===== config.mk =====
export PLATFORM = sky130hd
export DESIGN_NAME = hazard_scoreboard_unit
export DESIGN_NICKNAME = d
export VERILOG_FILES = /design/src/rtl/hazard_scoreboard_unit_pkg.sv /design/src/rtl/hazard_scoreboard_unit_fwd_select.sv /design/src/rtl/hazard_scoreboard_unit.sv
export SDC_FILE = /design/constraint.sdc
export NUM_CORES = 1
export LEC_CHECK = 0
export ABC_AREA = 1
export CAP_MARGIN = 20
export CORE_AREA = 2 2 66 68
export DETAILED_ROUTE_END_ITERATION = 12
export DIE_AREA = 0 0 68 70
export HOLD_SLACK_MARGIN = 0.03
export PLACE_DENSITY = 0.72
export SLEW_MARGIN = 10
export SYNTH_ARGS = -nofsm -noshare
export SYNTH_HDL_FRONTEND = slang
export SYNTH_SLANG_ARGS = --single-unit

===== constraint.sdc =====
create_clock -name clk -period 1.3 [get_ports clk]
set_input_delay 0.26 -clock clk [delete_from_list [all_inputs] [get_ports clk]]
set_output_delay 0.26 -clock clk [all_outputs]
set_load 0.05 [all_outputs]

===== src/rtl/hazard_scoreboard_unit_pkg.sv =====
// Shared pipeline definitions for the hazard/forwarding controller:
// operand-mux select encodings and the stall FSM state type.
package hazard_scoreboard_unit_pkg;

   localparam logic [1:0] FWD_RF  = 2'b00;
   localparam logic [1:0] FWD_MEM = 2'b01;
   localparam logic [1:0] FWD_WB  = 2'b10;
   localparam logic [1:0] FWD_IN  = 2'b11;

   typedef enum logic {
      ST_IDLE = 1'b0,
      ST_WAIT = 1'b1
   } hsu_state_e;

endpackage


===== src/rtl/hazard_scoreboard_unit_fwd_select.sv =====
// Per-operand match and priority logic: picks the forwarding source for one
// EX read and flags a load-use hazard when the value is not yet available.
module fwd_select
   import hazard_scoreboard_unit_pkg::*;
#(
   parameter int REG_AW = 2,
   parameter int SP_IDX = 3
) (
   input  logic              rd_active,
   input  logic [REG_AW-1:0] addr,
   input  logic              mem_valid,
   input  logic              mem_we,
   input  logic [REG_AW-1:0] mem_dest,
   input  logic              mem_late,
   input  logic              mem_sp_we,
   input  logic              wb_valid,
   input  logic              wb_we,
   input  logic [REG_AW-1:0] wb_dest,
   input  logic              wb_src_in,
   input  logic              wb_sp_we,
   output logic [1:0]        fwd,
   output logic              load_use
);

   localparam logic [REG_AW-1:0] SP_ADDR = REG_AW'(SP_IDX);

   logic mem_rf_hit;
   logic mem_sp_hit;
   logic wb_rf_hit;
   logic wb_sp_hit;

   assign mem_rf_hit = mem_valid & mem_we    & (mem_dest == addr);
   assign mem_sp_hit = mem_valid & mem_sp_we & (addr == SP_ADDR);
   assign wb_rf_hit  = wb_valid  & wb_we     & (wb_dest == addr);
   assign wb_sp_hit  = wb_valid  & wb_sp_we  & (addr == SP_ADDR);

   // SP updates always come from the ALU, so only a regfile write can be late.
   always_comb begin
      fwd      = FWD_RF;
      load_use = 1'b0;
      if (rd_active) begin
         if (mem_rf_hit && mem_late) begin
            fwd      = FWD_MEM;
            load_use = 1'b1;
         end else if (mem_rf_hit || mem_sp_hit) begin
            fwd = FWD_MEM;
         end else if (wb_rf_hit) begin
            fwd = wb_src_in ? FWD_IN : FWD_WB;
         end else if (wb_sp_hit) begin
            fwd = FWD_WB;
         end
      end
   end

endmodule


===== src/rtl/hazard_scoreboard_unit.sv =====
// Hazard/forwarding controller beside the ID/EX register: EX operand mux
// selects, load-use freeze with multi-cycle wait, and a stall counter.
//
// state   | meaning
// --------+-----------------------------------------------------------
// ST_IDLE | no stall pending; hazards detected combinationally
// ST_WAIT | load result still in flight; stall held until cnt reaches 1
module hazard_scoreboard_unit
   import hazard_scoreboard_unit_pkg::*;
#(
   parameter int REG_AW   = 2,
   parameter int SP_IDX   = 3,
   parameter int LOAD_LAT = 1,
   parameter int CNT_W    = 16
) (
   input  logic              clk,
   input  logic              rst_n,
   input  logic              ex_valid,
   input  logic              ex_use_a,
   input  logic              ex_use_b,
   input  logic              ex_use_sp,
   input  logic [REG_AW-1:0] ra_ex,
   input  logic [REG_AW-1:0] rb_ex,
   input  logic              mem_valid,
   input  logic              mem_we,
   input  logic [REG_AW-1:0] mem_dest,
   input  logic              mem_late,
   input  logic              mem_sp_we,
   input  logic              wb_valid,
   input  logic              wb_we,
   input  logic [REG_AW-1:0] wb_dest,
   input  logic              wb_src_in,
   input  logic              wb_sp_we,
   input  logic              flush,
   input  logic              perf_clr,
   output logic              stall,
   output logic              bubble,
   output logic [1:0]        forward_a,
   output logic [1:0]        forward_b,
   output logic [1:0]        forward_sp,
   output logic [CNT_W-1:0]  stall_cnt
);

   localparam logic [REG_AW-1:0] SP_ADDR   = REG_AW'(SP_IDX);
   localparam logic [2:0]        WAIT_INIT = 3'(LOAD_LAT - 1);
   localparam logic [CNT_W-1:0]  CNT_MAX   = {CNT_W{1'b1}};

   hsu_state_e state;
   logic [2:0] cnt;

   logic       rd_a;
   logic       rd_b;
   logic       rd_sp;
   logic [1:0] fwd_a;
   logic [1:0] fwd_b;
   logic [1:0] fwd_sp;
   logic       lu_a;
   logic       lu_b;
   logic       lu_sp;
   logic       hazard;
   logic       stall_c;

   assign rd_a  = ex_valid & ex_use_a;
   assign rd_b  = ex_valid & ex_use_b;
   assign rd_sp = ex_valid & ex_use_sp;

   fwd_select #(.REG_AW(REG_AW), .SP_IDX(SP_IDX)) u_fwd_a (
      .rd_active (rd_a),
      .addr      (ra_ex),
      .mem_valid (mem_valid),
      .mem_we    (mem_we),
      .mem_dest  (mem_dest),
      .mem_late  (mem_late),
      .mem_sp_we (mem_sp_we),
      .wb_valid  (wb_valid),
      .wb_we     (wb_we),
      .wb_dest   (wb_dest),
      .wb_src_in (wb_src_in),
      .wb_sp_we  (wb_sp_we),
      .fwd       (fwd_a),
      .load_use  (lu_a)
   );

   fwd_select #(.REG_AW(REG_AW), .SP_IDX(SP_IDX)) u_fwd_b (
      .rd_active (rd_b),
      .addr      (rb_ex),
      .mem_valid (mem_valid),
      .mem_we    (mem_we),
      .mem_dest  (mem_dest),
      .mem_late  (mem_late),
      .mem_sp_we (mem_sp_we),
      .wb_valid  (wb_valid),
      .wb_we     (wb_we),
      .wb_dest   (wb_dest),
      .wb_src_in (wb_src_in),
      .wb_sp_we  (wb_sp_we),
      .fwd       (fwd_b),
      .load_use  (lu_b)
   );

   fwd_select #(.REG_AW(REG_AW), .SP_IDX(SP_IDX)) u_fwd_sp (
      .rd_active (rd_sp),
      .addr      (SP_ADDR),
      .mem_valid (mem_valid),
      .mem_we    (mem_we),
      .mem_dest  (mem_dest),
      .mem_late  (mem_late),
      .mem_sp_we (mem_sp_we),
      .wb_valid  (wb_valid),
      .wb_we     (wb_we),
      .wb_dest   (wb_dest),
      .wb_src_in (wb_src_in),
      .wb_sp_we  (wb_sp_we),
      .fwd       (fwd_sp),
      .load_use  (lu_sp)
   );

   assign hazard = lu_a | lu_b | lu_sp;

   // Reset and flush both force the pipeline to run free in the same cycle.
   assign stall_c = rst_n & ~flush &
                    (((state == ST_IDLE) & hazard) | (state == ST_WAIT));

   assign stall      = stall_c;
   assign bubble     = stall_c;
   assign forward_a  = rst_n ? fwd_a  : FWD_RF;
   assign forward_b  = rst_n ? fwd_b  : FWD_RF;
   assign forward_sp = rst_n ? fwd_sp : FWD_RF;

   always_ff @(posedge clk) begin
      if (!rst_n) begin
         state     <= ST_IDLE;
         cnt       <= 3'd0;
         stall_cnt <= '0;
      end else begin
         if (perf_clr) begin
            stall_cnt <= '0;
         end else if (stall_c && (stall_cnt != CNT_MAX)) begin
            stall_cnt <= stall_cnt + CNT_W'(1);
         end

         if (flush) begin
            state <= ST_IDLE;
            cnt   <= 3'd0;
         end else begin
            case (state)
               ST_IDLE: begin
                  if (hazard && (LOAD_LAT > 1)) begin
                     state <= ST_WAIT;
                     cnt   <= WAIT_INIT;
                  end
               end
               ST_WAIT: begin
                  cnt <= cnt - 3'd1;
                  if (cnt == 3'd1) begin
                     state <= ST_IDLE;
                  end
               end
               default: begin
                  state <= ST_IDLE;
                  cnt   <= 3'd0;
               end
            endcase
         end
      end
   end

endmodule


==> results of run 1 <==
[synth_stat cells, drive strengths merged]
library cell | instances | area share [%]
a21oi | 9 | 3.3
inv | 51 | 11
nand3b | 1 | 0.44
xnor2 | 1 | 0.52
a211oi | 3 | 1.3
dfxtp | 20 | 24
nand4 | 19 | 8.3
a31oi | 3 | 2.0
nand2 | 74 | 17
nor3 | 5 | 1.8
nor4 | 1 | 0.37
nor2 | 47 | 13
xor2 | 2 | 1.0
buf | 6 | 2.7
o21ai | 4 | 1.2
o31ai | 2 | 0.89
ha | 3 | 2.2
nand3 | 24 | 8.7
[cell type report]
class	instances	share of cell area [%]
multi-input cells	198	43.6
repair buffers	107	34.5
flip-flops and latches	20	12.6
inverters	51	6.02
well taps	52	1.80
clock buffers	4	1.52
[power by group]
group | switching (uW) | internal, uW
logic | 280 | 219
registers | 0.387 | 583
clock network | 241 | 271
total | 521 | 1070
[timing repair]
item,in CTS,in global routing
pin swaps,55,34
setup endpoints to repair,24,25
buffers inserted,14,5
gates resized for setup,171,45
[path summary, 6_finish.rpt]
kind,slack [ps],end,depth (start not counted),from
setup / recovery,-310,forward_a[1],9,ra_ex[1]
hold / removal,480,state,2,cnt[2]
setup reg to reg,-310,stall_cnt[5],8,stall_cnt[4]
hold reg to reg,480,state,2,cnt[2]
[sequential cells by signal, summed over array words and instances, names as in the netlist]
register / count
stall_cnt: 16
state: 1
cnt: 3
[logic make-up (layout without fill, tap and decap cells)]
family,count (synthesis),after routing
AO/OA/AOI/OAI,21,21
AND/OR/NAND/NOR,171,171
XOR/XNOR,3,3
buffers and inverters,57,162
flip-flops,20,20
adder cells (fa/ha/maj),3,3
[layer usage]
metal / vias up / track usage [%] / share of wire [%]
li1: 1091 / - / -
met5: - / 0 / 0
met3: 70 / 5.31 / 5.7
met2: 152 / 53.7 / 53
met4: 0 / 18.0 / 9.8
met1: 1141 / 31.2 / 32
[worst reg2reg max path: cells and delay by family (launching register included)]
family | cells | cell delay (ps)
buffers and inverters | 1 | 60
flip-flops | 1 | 370
AND/OR/NAND/NOR | 7 | 1080
[metrics by stage]
| stage | instances | setup slack (ps) | utilization [%] | TNS, ps | cell area (um^2) |
|---|---|---|---|---|---|
| floorplan | 275 | -227 | - | -2320 | 1920 |
| CTS | 428 | -190 | 82.6 | -2800 | 3420 |
| finish | 432 | -312 | 87.3 | -4610 | 3620 |
| detailed placement | 410 | -732 | 71.6 | -17390 | 2970 |
| global placement | 410 | -696 | 71.6 | -16360 | 2970 |
| global route | 432 | -383 | 87.3 | -5950 | 3620 |
==> flow_summary.ini, run 1 <==
[run_status]
outcome = complete, but fails checks
failed_checks = negative setup slack

[clock_tree]
cts_root_buf = clkbuf_8
cts_inserted_buffers = 3
cts_max_level = 1
cts_buffer_depth = 2
cts_tree = yes
cts.reportedPaths.clkPinSlew_ps = 80
clk_latency_ps = 270
cts_hold_buf = 0
cts.sinks = 20

[finish]
multi_input_comb_area_mm2 = 0.00158
diodes = 0
final_common_cell = buf_4
syn_to_final_growth_pct = 114
layout.area.seq_um2 = 457
layout-drive-gt1-share_pct = 60.5
nFillCells = 174
final_cell_mix = buf_4 (50), nand2_1 (48), inv_1 (32), buf_12 (29), nor2_1 (26)
final_nets = 408

[synthesis]
ys_warn_count = 0
synthCells = 275
syn-cell-area_mm2 = 0.00169
ys_seq_area_share_pct = 23.7
syn_area_per_cell_um2 = 6.15
synth_top_family_by_area = simple AND/OR/NAND/NOR gates
synthMuxAreaShare_pct = 0
synthAdderAreaFrac_pct = 2.22
synth_nets = 302
synth_xor_area_share_pct = 1.55
ys_ff_latch = 20
synth_simple_gate_area_share_pct = 49.8
ys_types = 32
synth_compound_area_share_pct = 8.73

[floorplanning]
dieArea_mm2 = 0.00476
initial_core_util_pct = 40.8
rows = 24
die_width_um = 68
io_pins = 48
coreArea_mm2 = 0.00414
fp.dieH_um = 70

[route]
drt_iter0_drc = 200
drc_errors = 0
vias = 2454
vias_per_cell = 5.68
wl_per_cell_um = 18.9
drtPass1Iterations = 4
wirelength_um = 8150
antenna_left = 0

[worst_setup_path]
critPathSlowestCell = a211oi_4
critPathLaunchType = primary input
critPathKind = primary input to output port
crit_arrival_ps = 1350
required_ps = 1040
endpoint_kind = output port
cp_top_family = buffers and inverters
crit_buf_inv = 4
path_cells = buf_8 -> inv_2 -> nand2_1 -> nand2_2 -> nand3_2 -> o31ai_4 -> buf_4 -> a211oi_4 -> buf_12
cp_max_fo = 4
slowest_delay_ps = 210

[global_routing]
grt_max_degree = 18
grt_pass1_wl_um = 10900
antenna_found_initial = 0
grt_pass1_vias = 2361
grt-ovfl-total = 0
grt_use_total_pct = 30.0

[timing]
setup_violations = 24
rsz0062_at_grt = yes
fin_crit_sh_pct = 124
worst_slack_ps = -312
worst_slew_pin_slew_ps = 381
finalCriticalPeriod_ps = 1610
whs_ps = 479
finClkSkew_ps = 12.4
clock.fmax_ghz = 0.620
final_max_slew_viol_count = 0
slew-limit-headroom_pct = 74.6
hold_violations = 0

[power_and_ir_drop]
powerDensity_mw_per_mm2 = 441
ir_drop_uv = 392
finalPower_uw = 1590
power.leakage_uw = 0.00154

[placement]
gp_congestion = 0.818
hpwl_um = 4010
port_buffers = 47

[run]
cap_violations = 0

[worst_hold_path]
hp-class = register to register
Note: power is estimated with default switching activity, not from simulation.
==> run 2, diff against run 1 <==
--- a/config.mk
+++ b/config.mk
@@ -8,6 +8,7 @@
 export ABC_AREA = 1
 export CAP_MARGIN = 20
 export CORE_AREA = 2 2 66 68
+export CTS_CLUSTER_SIZE = 28
 export DETAILED_ROUTE_END_ITERATION = 12
 export DIE_AREA = 0 0 68 70
 export HOLD_SLACK_MARGIN = 0.03
==> results of run 2 <==
Same layout as run 1: the final DEF is identical, and so are final timing and power.
==> run 3, diff against run 2 <==
--- a/config.mk
+++ b/config.mk
@@ -12,7 +12,7 @@
 export DETAILED_ROUTE_END_ITERATION = 12
 export DIE_AREA = 0 0 68 70
 export HOLD_SLACK_MARGIN = 0.03
-export PLACE_DENSITY = 0.72
+export PLACE_DENSITY = 0.77
 export SLEW_MARGIN = 10
 export SYNTH_ARGS = -nofsm -noshare
 export SYNTH_HDL_FRONTEND = slang
==> run 3 against run 2 <==
The run still ends with negative setup slack left. Count of clock-buffer cells in the layout down 1. Die area unchanged. Maximum frequency down 0.93%. Setup slack worse by 15 ps. Non-clock buffer count up 2.
==> flow_summary.ini, run 3 (synthesized netlist as in run 1, its figures left out) <==
[finish]
final_common_cell = nand2_1
syn_to_final_growth_pct = 116
largest_reg_flops = 16
reg_top3 = stall_cnt x16, cnt x3, state x1
final_cell_mix = nand2_1 (49), buf_4 (45), inv_1 (33), buf_12 (28), nor2_1 (25)
layout-drive-gt1-share_pct = 60.3
final_nets = 411
top_register = stall_cnt
diodes = 0
stdcell_count = 435

[floorplanning]
rows = 24
dieArea_mm2 = 0.00476
initial_core_util_pct = 40.8
fp.dieH_um = 70
coreArea_mm2 = 0.00414
die_width_um = 68
io_pins = 48

[global_routing]
antenna_found_initial = 0
grt_use_total_pct = 33.1
grt_max_degree = 15
grt_pass1_wl_um = 11900
grt_pass1_vias = 2536
grt-ovfl-total = 0

[placement]
hpwl_um = 3920
port_buffers = 47
post-place-ws_ps = -737
gp_congestion = 0.905
dp.cells = 408

[clock_tree]
clk_latency_ps = 270
cts.reportedPaths.clkPinSlew_ps = 90
cts_root_buf = clkbuf_8
cts_inserted_buffers = 3
cts.sinks = 20
cts_buffer_depth = 2
cts_tree = yes
cts_max_level = 1

[route]
wirelength_um = 9410
drc_errors = 0
drtPass1Iterations = 6
antenna_left = 0
vias_per_cell = 6.11
vias = 2657
wl_per_cell_um = 21.6
drt_iter0_drc = 401

[worst_hold_path]
min_from = stall_cnt[8]
worstHoldEndpoint = stall_cnt[8]
hp-class = register to register
holdPathStages = 2

[timing]
setup_tns_ps = -5460
finClkSkew_ps = 4.88
finalCriticalPeriod_ps = 1630
hold_violations = 0
slew-limit-headroom_pct = 73.0
setup_violations = 24
worst_slew_pin_slew_ps = 405
whs_ps = 525
fin_crit_sh_pct = 125
clock.fmax_ghz = 0.615
rsz0062_at_grt = yes
worst_slack_ps = -327
final_max_slew_viol_count = 0

[worst_setup_path]
rr_endpoint = stall_cnt[14]
critPathKind = primary input to output port
r2r-start = stall_cnt[1]
endpoint_kind = output port
required_ps = 1040
reg2reg_depth = 10
crit_arrival_ps = 1370
cp_max_fo = 4
regToRegSetupSlack_ps = -320
critPathLaunchType = primary input

[run_status]
outcome = complete, but fails checks
failed_checks = negative setup slack

[run]
cap_violations = 0

[power_and_ir_drop]
powerDensity_mw_per_mm2 = 422
finalPower_uw = 1540
power.leakage_uw = 0.00153
ir_drop_uv = 308
==> run 3: cell types whose count changed in the layout (fill, tap and decap cells not counted), sizes merged <==
| cell | previous run | this run |
|---|---|---|
| clkinv | 0 | 1 |
| nand4 | 19 | 20 |
| buf | 101 | 102 |
==> run 3: report_power, final <==
group	internal, uW	switching, uW	total, uW
clock network	212	239	451
registers	583	0.463	583
logic	217	291	508
total	1010	531	1540
==> run 3: worst max path at each step <==
stage	from	to	slack (ps)	depth (start not counted)
floorplan	mem_valid	stall	-230	7
global placement	rb_ex[1]	forward_b[1]	-670	6
detailed placement	rb_ex[1]	forward_b[1]	-740	6
CTS	ra_ex[1]	forward_a[1]	-240	6
global route	stall_cnt[0]	stall_cnt[15]	-360	11
finish	ra_ex[1]	forward_a[1]	-330	6
==> run 3: per-stage QoR <==
step | cell area [um^2] | utilization (%)
after floorplan | 1920 | -
after global placement | 2960 | 71.5
after detailed placement | 2960 | 71.5
after CTS | 3370 | 81.2
after global routing | 3650 | 88.2
final | 3650 | 88.2
==> run 3: timing repair <==
item	4_1_cts	5_1_grt
gates cloned	1	0
resized for setup	153	56
hold buffers	0	0
pin swaps	52	39
buffers inserted	16	7
hold endpoints to repair	0	0
endpoints found under the setup margin	24	24
==> run 3: critical path, stage by stage <==
cell and delay (ps):
buf_12 110, xor2_4 190, nor3_4 260, nand2_2 100, a211oi_4 270, buf_12 170
==> run 3: layer usage <==
layer	GRT usage [%]	vias to the layer above	part of all wire [%]
met5	0	-	0
met4	24.7	0	10
met3	4.67	92	6.9
met2	57.2	233	50
met1	34.7	1229	33
li1	-	1103	-
==> run 3: cell type report <==
type	instances	area (um^2)
Inverter	51	215
Clock buffer	3	41.3
Multi-Input combinational cell	199	1610
Tap cell	52	65.1
Sequential cell	20	457
Fill cell	169	489
Timing Repair Buffer	109	1270
Clock inverter	1	3.75
